### config.mk
export PLATFORM = sky130hd
export DESIGN_NAME = alu_issue_flat
export DESIGN_NICKNAME = d
export VERILOG_FILES = /design/src/rtl/alu_issue_if.sv /design/src/rtl/alu_issue.sv /design/src/flat_wrapper.sv
export SDC_FILE = /design/constraint.sdc
export NUM_CORES = 2
export LEC_CHECK = 0
export BUFFER_PORTS_ARGS = -buffer_cell sky130_fd_sc_hd__buf_2
export CORE_MARGIN = 2
export CORE_UTILIZATION = 57
export CTS_BUF_LIST = sky130_fd_sc_hd__clkbuf_4 sky130_fd_sc_hd__clkbuf_8
export DETAILED_ROUTE_END_ITERATION = 6
export GPL_TIMING_DRIVEN = 1
export PLACE_DENSITY_LB_ADDON = 0.25
export SYNTH_ARGS = -nofsm -noshare
export SYNTH_HDL_FRONTEND = slang
export SYNTH_SLANG_ARGS = --single-unit
### constraint.sdc
create_clock -name clk -period 5.58 [get_ports clk]
set_clock_uncertainty 0.05 [all_clocks]
set_input_delay 0.558 -clock clk [delete_from_list [all_inputs] [get_ports clk]]
set_output_delay 0.558 -clock clk [all_outputs]
set_load 0.005 [all_outputs]
### src/rtl/alu_issue_if.sv
`default_nettype none
// ============================================================================
//  Module      : alu_issue_if
//  Description : Instruction valid/ready handshake between decoder and issue
//  Revision    : 1.0
// ============================================================================
interface alu_issue_if #(
    parameter int IMM_W = 16
) ();
    logic             in_valid;
    logic             in_ready;
    logic [3:0]       in_op;
    logic [3:0]       in_rd;
    logic [3:0]       in_rs1;
    logic [3:0]       in_rs2;
    logic             in_use_imm;
    logic [IMM_W-1:0] in_imm;

    modport master (
        output in_valid, in_op, in_rd, in_rs1, in_rs2, in_use_imm, in_imm,
        input  in_ready
    );

    modport slave (
        input  in_valid, in_op, in_rd, in_rs1, in_rs2, in_use_imm, in_imm,
        output in_ready
    );
endinterface
`default_nettype wire

### src/rtl/alu_issue.sv
`default_nettype none
// ============================================================================
//  Module      : alu_issue
//  Description : Issue/writeback stage around a registered 64-bit ALU; owns
//                the 16-entry register file and the zero flag.
//  Revision    : 1.0
// ============================================================================
module alu_issue #(
    parameter int ALU_W = 64,
    parameter int IMM_W = 16
) (
    input  wire logic             clk,
    input  wire logic             rst_n,
    alu_issue_if.slave            in_if,
    output logic [3:0]            alu_ctl,
    output logic [ALU_W-1:0]      alu_a,
    output logic [ALU_W-1:0]      alu_b,
    input  wire logic [ALU_W-1:0] alu_out,
    input  wire logic             alu_zero,
    output logic                  done,
    output logic                  err,
    output logic                  flag_z,
    input  wire logic [3:0]       dbg_addr,
    output logic [ALU_W-1:0]      dbg_data
);
    localparam logic [3:0] c_OP_NOP = 4'd0;
    localparam logic [3:0] c_OP_DIV = 4'd6;

    typedef enum logic [1:0] {
        S_IDLE  = 2'd0,
        S_ISSUE = 2'd1,
        S_WB    = 2'd2
    } state_t;

    state_t           state_q, state_d;
    logic [3:0]       ctl_q, ctl_d;
    logic             ill_q, ill_d;
    logic [3:0]       rd_q, rd_d;
    logic [ALU_W-1:0] a_q, a_d;
    logic [ALU_W-1:0] b_q, b_d;
    logic             flag_z_q, flag_z_d;
    logic [ALU_W-1:0] rf_q [16];
    logic [ALU_W-1:0] rf_d [16];

    logic             w_div_zero;
    logic [ALU_W-1:0] w_wb_result;

    // Divide-by-zero result is defined here, not by the ALU.
    assign w_div_zero  = (ctl_q == c_OP_DIV) && (b_q == '0);
    assign w_wb_result = w_div_zero ? {ALU_W{1'b1}} : alu_out;

    always_comb begin
        state_d  = state_q;
        ctl_d    = ctl_q;
        ill_d    = ill_q;
        rd_d     = rd_q;
        a_d      = a_q;
        b_d      = b_q;
        flag_z_d = flag_z_q;
        rf_d     = rf_q;
        case (state_q)
            S_IDLE: begin
                if (in_if.in_valid) begin
                    // Illegal ops travel through the ALU as a NOP.
                    ctl_d   = in_if.in_op[3] ? c_OP_NOP : in_if.in_op;
                    ill_d   = in_if.in_op[3];
                    rd_d    = in_if.in_rd;
                    a_d     = rf_q[in_if.in_rs1];
                    b_d     = in_if.in_use_imm ? {{(ALU_W-IMM_W){1'b0}}, in_if.in_imm}
                                               : rf_q[in_if.in_rs2];
                    state_d = S_ISSUE;
                end
            end
            S_ISSUE: state_d = S_WB;
            S_WB: begin
                if (ctl_q != c_OP_NOP) begin
                    if (rd_q != 4'd0) begin
                        rf_d[rd_q] = w_wb_result;
                    end
                    flag_z_d = !w_div_zero && alu_zero;
                end
                state_d = S_IDLE;
            end
            default: state_d = S_IDLE;
        endcase
    end

    always_ff @(posedge clk or negedge rst_n) begin
        if (!rst_n) begin
            state_q  <= S_IDLE;
            ctl_q    <= '0;
            ill_q    <= 1'b0;
            rd_q     <= '0;
            a_q      <= '0;
            b_q      <= '0;
            flag_z_q <= 1'b0;
            for (int i = 0; i < 16; i++) begin
                rf_q[i] <= '0;
            end
        end else begin
            state_q  <= state_d;
            ctl_q    <= ctl_d;
            ill_q    <= ill_d;
            rd_q     <= rd_d;
            a_q      <= a_d;
            b_q      <= b_d;
            flag_z_q <= flag_z_d;
            rf_q     <= rf_d;
        end
    end

    // r0 is never written, so its entry stays at the reset value of zero.
    assign in_if.in_ready = (state_q == S_IDLE);
    assign alu_ctl        = ctl_q;
    assign alu_a          = a_q;
    assign alu_b          = b_q;
    assign done           = (state_q == S_WB);
    assign err            = (state_q == S_WB) && ill_q;
    assign flag_z         = flag_z_q;
    assign dbg_data       = rf_q[dbg_addr];
endmodule
`default_nettype wire

### src/flat_wrapper.sv
// flat-port wrapper written by rule: the top's interface ports become plain ports
module alu_issue_flat 
#(
    parameter int ALU_W = 64,
    parameter int IMM_W = 16
)
  (clk, rst_n, alu_ctl, alu_a, alu_b, alu_out, alu_zero, done, err, flag_z, dbg_addr, dbg_data, in_if_in_valid, in_if_in_op, in_if_in_rd, in_if_in_rs1, in_if_in_rs2, in_if_in_use_imm, in_if_in_imm, in_if_in_ready);
  alu_issue_if #(.IMM_W(IMM_W)) in_if_i ();
  input  wire logic clk;
  input  wire logic rst_n;
  output logic [3:0] alu_ctl;
  output logic [ALU_W-1:0] alu_a;
  output logic [ALU_W-1:0] alu_b;
  input  wire logic [ALU_W-1:0] alu_out;
  input  wire logic alu_zero;
  output logic done;
  output logic err;
  output logic flag_z;
  input  wire logic [3:0] dbg_addr;
  output logic [ALU_W-1:0] dbg_data;
  input wire logic [$bits(in_if_i.in_valid)-1:0] in_if_in_valid;
  input wire logic [$bits(in_if_i.in_op)-1:0] in_if_in_op;
  input wire logic [$bits(in_if_i.in_rd)-1:0] in_if_in_rd;
  input wire logic [$bits(in_if_i.in_rs1)-1:0] in_if_in_rs1;
  input wire logic [$bits(in_if_i.in_rs2)-1:0] in_if_in_rs2;
  input wire logic [$bits(in_if_i.in_use_imm)-1:0] in_if_in_use_imm;
  input wire logic [$bits(in_if_i.in_imm)-1:0] in_if_in_imm;
  output wire logic [$bits(in_if_i.in_ready)-1:0] in_if_in_ready;
  assign in_if_i.in_valid = in_if_in_valid;
  assign in_if_i.in_op = in_if_in_op;
  assign in_if_i.in_rd = in_if_in_rd;
  assign in_if_i.in_rs1 = in_if_in_rs1;
  assign in_if_i.in_rs2 = in_if_in_rs2;
  assign in_if_i.in_use_imm = in_if_in_use_imm;
  assign in_if_i.in_imm = in_if_in_imm;
  assign in_if_in_ready = in_if_i.in_ready;
  alu_issue #(.ALU_W(ALU_W), .IMM_W(IMM_W)) u_core (.clk(clk), .rst_n(rst_n), .in_if(in_if_i), .alu_ctl(alu_ctl), .alu_a(alu_a), .alu_b(alu_b), .alu_out(alu_out), .alu_zero(alu_zero), .done(done), .err(err), .flag_z(flag_z), .dbg_addr(dbg_addr), .dbg_data(dbg_data));
endmodule
==> results.cfg <==
[status]
outcome = complete, no violations

[detailed_routing]
ant_nets = 0
routedWlPerCell_um = 36.8
routed_via_density = 7.88
first_pass_iters = 5
drt-initial-drc-count = 6724
routed_wl_um = 222000
drc_errors = 0
vias = 47500

[floorplanning]
die_w_um = 340
initial_core_util_pct = 57.3
die_h_um = 340
core-area_sq_um = 112000
die_area_sq_um = 116000
io_pins = 305
num_rows = 123

[logic_synthesis]
yosysMostFrequentCell = dfrtp_1
ys_seq_elements = 1163
syn_nets = 4362
synthArstFlopShare_pct = 100
syn_area_sq_um = 64300
postSynthCellCount = 4257
synth_cell_type_count = 36
synth_warnings = 0
yosys-top-cells-area = dfrtp_1, mux4_2, o22a_2, o22a_1, clkbuf_1
synth_edf_count = 0
synth_seq_area_share_pct = 45.2
synthTopCellsByCount = dfrtp_1, mux4_2, o22a_2, o22a_1, clkbuf_1
yosys_most_used_dff = dfrtp_1
synth_top_cell_by_area = dfrtp_1
avgSynthCellArea_sq_um = 15.1
yosysTopAreaCellShare_pct = 45.2

[power]
p_leak_nw = 30.0
finalPower_w = 0.0324
power.density_nw_per_um2 = 452
max-vdd-ir-drop_mv = 0.281

[setup_path]
endpoint_kind = flop
critPathArrivalTime_ns = 5.02
cp_max_fo = 19
start_kind = flop
worstPathRequired_ns = 6.36
worst-setup-path-type = reg -> reg

[finish]
final_nets = 4475
final_util_pct = 63.8
drive_gt1_share_pct = 47.7
area_delta_synth_final_pct = 11.3

[placed_design]
gp_congestion = 0.856
dp_hpwl_um = 125000
io_buffers = 303

[sta]
setup_violations = 0
finalHoldViolCount = 0
fmax_mhz = 236
slew_headroom_pct = 16.3
worstMarginPinSlew_ns = 1.25
period_share_pct = 76.0
drv_slew = 0
period_needed_ns = 4.24
tns_ns = 0
grt_setup_unrepaired = no

[min_path]
hold_path.class = in -> reg

[global_routing]
grt.total_usage_pct = 38.7
antenna_found_initial = 15
overflow = 0
grt_pass1_vias = 47200
grt_pass1_wl_um = 326000
grt_max_degree = 153

[clock_tree]
postCtsHoldBufs = 76
cts_made_buffers = 194
cts_setup_buffers = 0
cts_buffer_depth = 3
htree_levels = 4
cts_tree = yes
clk_pin_slew_ns = 0.06
cts_sinks = 1163
clk_latency_ns = 0.92
clockRootBuffer = clkbuf_8
cts-resized-gates = 0

[job]
cap_viol_max_count = 0
-- critical path, stage by stage, from the launching register on --
cell and delay [ns]:
dfrtp_1 0.54, nor4_1 0.95, nand4_1 0.25, or3_2 0.88, o21ai_4 0.85, buf_4 0.42
o22a_2 0.20
-- metrics by stage --
step	setup slack (ns)	area [sq um]	hold WS, ns	cells
floorplan	2.72	64300	0.212	4257
global placement	1.30	66600	0.344	5596
detailed placement	1.39	66600	0.352	5596
CTS	1.35	71600	0.000183	6026
global route	1.46	71600	0.0444	6030
finish	1.34	71600	0.0436	6034
-- final timing paths --
kind,start,end,slack (ns),cells past startpoint
setup / recovery,u_core.alu_b[29],u_core.rf_q[397],1.34,6
hold / removal,alu_out[27],u_core.rf_q[795],0.04,2
setup reg to reg,u_core.alu_b[29],u_core.rf_q[397],1.34,6
hold reg to reg,u_core.rf_q[1002],u_core.rf_q[1002],0.36,0
max in group asynchronous,rst_n,u_core.rf_q[637],3.72,3
min in group asynchronous,rst_n,u_core.rf_q[909],0.19,2
-- layout make-up --
cell class / instances / area, sq um
antenna: 6 / 15.0
clock buffer: 311 / 3840
clock inverter: 43 / 345
fill: 8217 / 40600
inverter: 1 / 3.75
multi-input combinational: 2501 / 32600
sequential: 1163 / 29100
tap: 1500 / 1880
timing repair buffer: 509 / 3800
-- per-layer routing --
metal  GRT usage, %  vias to the layer above  part of all wire (%)
li1               -                    17900                     -
met1           53.9                    25100                    36
met2           55.5                     3754                    45
met3           13.1                      744                    14
met4           18.5                       22                   5.2
met5              0                        -                 0.062
-- power by group --
group	internal, W	switching (W)
registers	0.0113	0.00288
clock network	0.00447	0.00369
logic	0.00648	0.00358
total	0.0222	0.0101
-- cell families after synthesis --
group	after synthesis	synth area share, %
other	1	0.00583
flip-flops	1163	45.2
buffers and inverters	593	4.41
multiplexers	960	31.1
AND/OR/NAND/NOR	211	1.44
AO/OA/AOI/OAI	1329	17.8
-- sequential cells by signal, summed over array words and instances, names as in the netlist --
signal and flops:
u_core.state_q 2, u_core.rd_q 4, u_core.alu_a 64, u_core.ill_q 1, u_core.flag_z 1, u_core.alu_b 64, u_core.rf_q 1024, u_core.alu_ctl 3
-- placed cells by master (no fill, tap or decap), types with 3 or more instances in the layout --
cell           Yosys  routed
dfrtp_1         1163    1163
mux4_2           832     832
o22a_2           497     497
o22a_1           463     463
buf_2            136     295
clkbuf_8           0     241
mux2i_1          128     128
o21ai_0          114     114
a21oi_1          112     112
buf_4              1      92
nor2_1            91      81
dlygate4sd3_1      0      76
nand2_1           74      72
clkbuf_4           0      70
a22o_1            48      48
a221oi_1          48      48
buf_12             1      38
a22oi_1           32      32
clkinv_2           0      25
o21ai_4            9      15
nor4_1            17      13
nor2_4             0      10
clkinvlp_4         0       8
buf_8              0       7
diode_2            0       6
nor4_2             0       4
nand4_1            3       3
nor3_2             0       3
nand3b_1           3       3
inv_8              0       3
Note: power is estimated with default switching activity, not from simulation.
